--- config.mk ---
export PLATFORM = sky130hd
export DESIGN_NAME = ram_writer
export DESIGN_NICKNAME = d
export VERILOG_FILES = /design/src/rtl/ram_writer_pkg.sv /design/src/rtl/input_sync.sv /design/src/rtl/ram_writer.sv
export SDC_FILE = /design/constraint.sdc
export NUM_CORES = 1
export LEC_CHECK = 0
export BUFFER_PORTS_ARGS = -buffer_cell sky130_fd_sc_hd__buf_4
export CAP_MARGIN = 25
export CORE_UTILIZATION = 47
export DETAILED_ROUTE_END_ITERATION = 7
export HOLD_SLACK_MARGIN = 0.06
export PLACE_DENSITY = 0.78
export SETUP_SLACK_MARGIN = 0.5
export SLEW_MARGIN = 25
export SYNTH_ARGS = -nofsm -noshare
export SYNTH_HDL_FRONTEND = slang
export SYNTH_SLANG_ARGS = --single-unit
export TNS_END_PERCENT = 50
--- constraint.sdc ---
create_clock -name chosenClock -period 1.6 [get_ports chosenClock]
set_input_delay 0.24 -clock chosenClock [delete_from_list [all_inputs] [get_ports chosenClock]]
set_output_delay 0.24 -clock chosenClock [all_outputs]
set_load 0.03 [all_outputs]
--- src/rtl/ram_writer_pkg.sv ---
// Shared types and defaults for the pushbutton-driven RAM write port.
// No logic here; state encoding and default widths only.
package ram_writer_pkg;

    localparam int DEF_ADDR_W = 5;
    localparam int DEF_DATA_W = 4;
    localparam int COUNT_W    = 8;

    typedef enum logic [1:0] {
        IDLE  = 2'd0,
        WRITE = 2'd1,
        HOLD  = 2'd2
    } state_t;

endpackage

--- src/rtl/input_sync.sv ---
// Two-flop synchronizer for an asynchronous level input, cleared to 0 on reset.
// Latency: two chosenClock edges. No backpressure; free-running sampler.
// Reset: synchronous, active-high.
module input_sync (
    input  logic chosenClock,
    input  logic reset,
    input  logic i_async,
    output logic o_sync
);

    logic r_meta;
    logic r_sync;

    always_ff @(posedge chosenClock) begin
        if (reset) begin
            r_meta <= 1'b0;
            r_sync <= 1'b0;
        end else begin
            r_meta <= i_async;
            r_sync <= r_meta;
        end
    end

    assign o_sync = r_sync;

endmodule

--- src/rtl/ram_writer.sv ---
// Turns each pushbutton press into exactly one single-cycle RAM write of the switch address/data.
// Latency: wr_key first sampled at edge k gives wren between edges k+2 and k+3.
// Backpressure: none; a press held for any length yields one write, busy marks non-IDLE.
// Option RAM_WRITER_AUTOINC_EN: write address comes from an internal wrapping pointer instead of sw_addr.
module ram_writer
    import ram_writer_pkg::*;
#(
    parameter int ADDR_W = DEF_ADDR_W,
    parameter int DATA_W = DEF_DATA_W
) (
    input  logic               chosenClock,
    input  logic               reset,
    input  logic               wr_key,
    input  logic [ADDR_W-1:0]  sw_addr,
    input  logic [DATA_W-1:0]  sw_data,
    output logic               wren,
    output logic [ADDR_W-1:0]  wraddr,
    output logic [DATA_W-1:0]  wrdata,
    output logic               busy,
    output logic [COUNT_W-1:0] wr_count
);

    logic               w_key_s;
    state_t             r_state;
    state_t             w_state_nxt;
    logic               w_capture;
    logic               w_commit;
    logic [1:0]         r_primed;
    logic [ADDR_W-1:0]  r_wraddr;
    logic [DATA_W-1:0]  r_wrdata;
    logic [COUNT_W-1:0] r_wr_count;
    logic [ADDR_W-1:0]  w_addr_src;

    input_sync u_key_sync (
        .chosenClock (chosenClock),
        .reset       (reset),
        .i_async     (wr_key),
        .o_sync      (w_key_s)
    );

`ifdef RAM_WRITER_AUTOINC_EN
    logic [ADDR_W-1:0] r_ptr;
    logic              w_unused_sw_addr;

    assign w_unused_sw_addr = ^sw_addr;
    assign w_addr_src       = r_ptr;

    always_ff @(posedge chosenClock) begin
        if (reset) begin
            r_ptr <= '0;
        end else if (w_commit) begin
            r_ptr <= r_ptr + ADDR_W'(1);
        end
    end
`else
    assign w_addr_src = sw_addr;
`endif

    // The synchronizer reads 0 for two edges after reset regardless of the
    // button, so HOLD ignores key_s until it reflects the real input; a key
    // held across reset therefore cannot look like a fresh press.
    always_comb begin
        w_state_nxt = r_state;
        w_capture   = 1'b0;
        w_commit    = 1'b0;
        case (r_state)
            IDLE: begin
                if (w_key_s) begin
                    w_state_nxt = WRITE;
                    w_capture   = 1'b1;
                end
            end
            WRITE: begin
                w_state_nxt = HOLD;
                w_commit    = 1'b1;
            end
            HOLD: begin
                if (!w_key_s && r_primed[1]) begin
                    w_state_nxt = IDLE;
                end
            end
            default: w_state_nxt = HOLD;
        endcase
    end

    always_ff @(posedge chosenClock) begin
        if (reset) begin
            r_state    <= HOLD;
            r_primed   <= 2'b00;
            r_wraddr   <= '0;
            r_wrdata   <= '0;
            r_wr_count <= '0;
        end else begin
            r_state  <= w_state_nxt;
            r_primed <= {r_primed[0], 1'b1};
            if (w_capture) begin
                r_wraddr <= w_addr_src;
                r_wrdata <= sw_data;
            end
            if (w_commit) begin
                r_wr_count <= r_wr_count + COUNT_W'(1);
            end
        end
    end

    assign wren     = (r_state == WRITE);
    assign busy     = (r_state != IDLE);
    assign wraddr   = r_wraddr;
    assign wrdata   = r_wrdata;
    assign wr_count = r_wr_count;

endmodule
==> run metrics <==
outcome completed; GRT Residual Overflow 0; largest net degree at the start of global routing 24; Post-Place Cell Area 0.00117 sq mm; Data arrival, critical path 1.05 ns; Critical Path RT 1.36 ns; Final Hold Fails 0; Synth area leaders dfxtp_1 (53%), mux2i_1 (12%), nor2_1 (5.6%); yosys warns 0; H-tree levels 1; top sig layer met4; CTS tree yes; area leader, netlist dfxtp_1; Post-DP HPWL between 1000 and 1500 microns; IO Pins 31; CP Max Fanout 5; Power Total 901 uW; Worst Setup Slack, final 0.307 ns; commonest non-fill, non-tap cell in the layout buf_4; Post-Syn Instances between 80 and 90; port bufs 30; clk sinks 23; post-synth top area share between 50% and 60%; Critical Path End Type output port; top_reg_cell synth dfxtp_1; pre-CTS WS 0.400 ns; met1 WL 768 microns; startpoint types register; vias in the first global route about 690; post-route minimum period 1.29 ns; global-route wire length before repair 2630 microns; Synth-to-Final Area Change 47.6%; setup slack, reg-to-reg 0.34 ns; critical-path cell list and2b_4 > buf_6; Core Region ~0.0017 sq mm; worst rel slew slack about four fifths; Hold Buf Count CTS 0; syn avg cell area 10.3 sq um; Lkg Pwr around 0.54 nW; Via density slightly above 5; Post-synth EDFFs 0; WL final roughly 1700 microns; # Max-Cap Violations 0; fin crit share roughly four fifths; clk_lat worst skew about 0.3 ns; slowest stage delay, CP 0.37 ns; setup_tns 0 ns; register area share after synthesis 53.1%; DRT antenna net count 0; drt first pass iters 4; final instance area roughly 0.0013 sq mm; layout cells sized above 1 51.2%; synthesized flop and latch total 23; ANT cells 0; CTS buffer count 3; placed cells roughly 140; Unique masters post-synth 27; critical path type register to output port; worst clock skew 0.00202 ns; Worst VDD drop between 600 and 700 uV; Synth async-reset ratio 0%; Final Non-Filler Cells 146; min-delay worst type input port to register; RePlAce Congestion 0.806; Slowest cell on crit path dfxtp_4; die width between 40 and 50 microns; most frequent cells in the layout buf_4 (32), dfxtp_1 (14), nor2_1 (13), mux2i_1 (10), dfxtp_4 (9); clock-pin slew on the worst setup and hold paths 0.12 ns; First DRT Iteration DRCs 11; initial antenna violation count 0; Netlist Area Pre-Place 867 sq um; RSZ-0062 raised after global routing yes; post-DR wirelength/cell 11.9 microns; clk buf depth 2; GRT Total Usage around 18%; Final Max Tran Viols 0; PwrDens around 700 mW/mm^2; die area 0.00202 sq mm; clk root buf clkbuf_4; Initial Util 50.2%; Die Span Y roughly 45 microns; synthesized net count 97; drc violations 0; met2 WL 847 microns; Row Count 15; Final setup viols 0; Final nets 135; fmax 0.773 GHz; Slew @ Worst Pin 0.299 ns; DR WL met3 87 microns; Via Count 734
[cell usage after synthesis (2+ instances only)]
cell and count:
o31ai_1 3, mux2i_1 10, or4_1 3, dfxtp_1 23, inv_1 2, nand4_1 2, clkbuf_1 2, nor2b_1 4
a21oi_1 4, nand2_1 2, nor2_1 13
[path summary, 6_finish.rpt]
path	end	start	cells past startpoint
worst max-delay path	wren	r_state[1]$_SDFFE_PP1P_	2
worst min-delay path	u_key_sync.r_meta$_SDFF_PP0_	wr_key	2
worst max register to register	wr_count[6]$_SDFFE_PP0P_	wr_count[0]$_SDFFE_PP0P_	4
worst min register to register	u_key_sync.o_sync$_SDFF_PP0_	u_key_sync.r_meta$_SDFF_PP0_	1
[cells by family after synthesis]
logic type | after synthesis | share of synthesized area [%]
DFF | 23 | 53.1
AOI/OAI and AO/OA | 9 | 6.49
adders and majority gates | 1 | 1.44
buffers and inverters | 5 | 2.31
muxes | 11 | 12.8
and+or+nand+nor | 33 | 21.8
xor gates and xnor gates | 2 | 2.02
[metrics by stage]
step / util [%] / hold WS (ns)
6_report: 74.1 / 0.141
3_3_place_gp: 67.8 / 0.417
4_1_cts: 72.2 / 0.135
2_1_floorplan: - / 0.308
5_1_grt: 74.1 / 0.143
3_5_place_dp: 67.8 / 0.426
[worst max-delay path: cells and delay by family, from the launching register on]
kind                   cells  cell delay [ns]
buffers and inverters      1             0.13
flip-flops                 1             0.37
AND/OR/NAND/NOR            1             0.26
[what timing repair did]
| action | in CTS | in global routing |
|---|---|---|
| pin swaps | 0 | 3 |
| endpoints found under the setup margin | 19 | 31 |
| buffers inserted | 3 | 2 |
| gates resized for setup | 8 | 6 |
[layer usage]
metal | track usage [%] | vias to the layer above
li1 | - | 364
met1 | 20.6 | 336
met2 | 30.4 | 28
met3 | 2.40 | 6
met4 | 12.7 | 0
met5 | 0 | -
[sequential cells by signal (all words and copies together) (netlist names)]
name and count:
wr_count 8, wraddr 5, wrdata 4, r_primed 2, r_state 2, u_key_sync.o_sync 1
u_key_sync.r_meta 1
[cell type report]
type / count / area [sq um]
Tap cell: 25 / 31.3
Sequential cell: 23 / 494
Fill cell: 144 / 447
Multi-Input combinational cell: 56 / 435
Clock buffer: 4 / 26.3
Timing Repair Buffer: 36 / 285
Inverter: 2 / 7.51
[report_power, final]
part | switching, mW | internal (mW) | total, mW
Sequential | 0.00480 | 0.568 | 0.573
Combinational | 0.0311 | 0.0394 | 0.0705
Clock | 0.161 | 0.0969 | 0.258
Note: power is estimated with default switching activity, not from simulation.
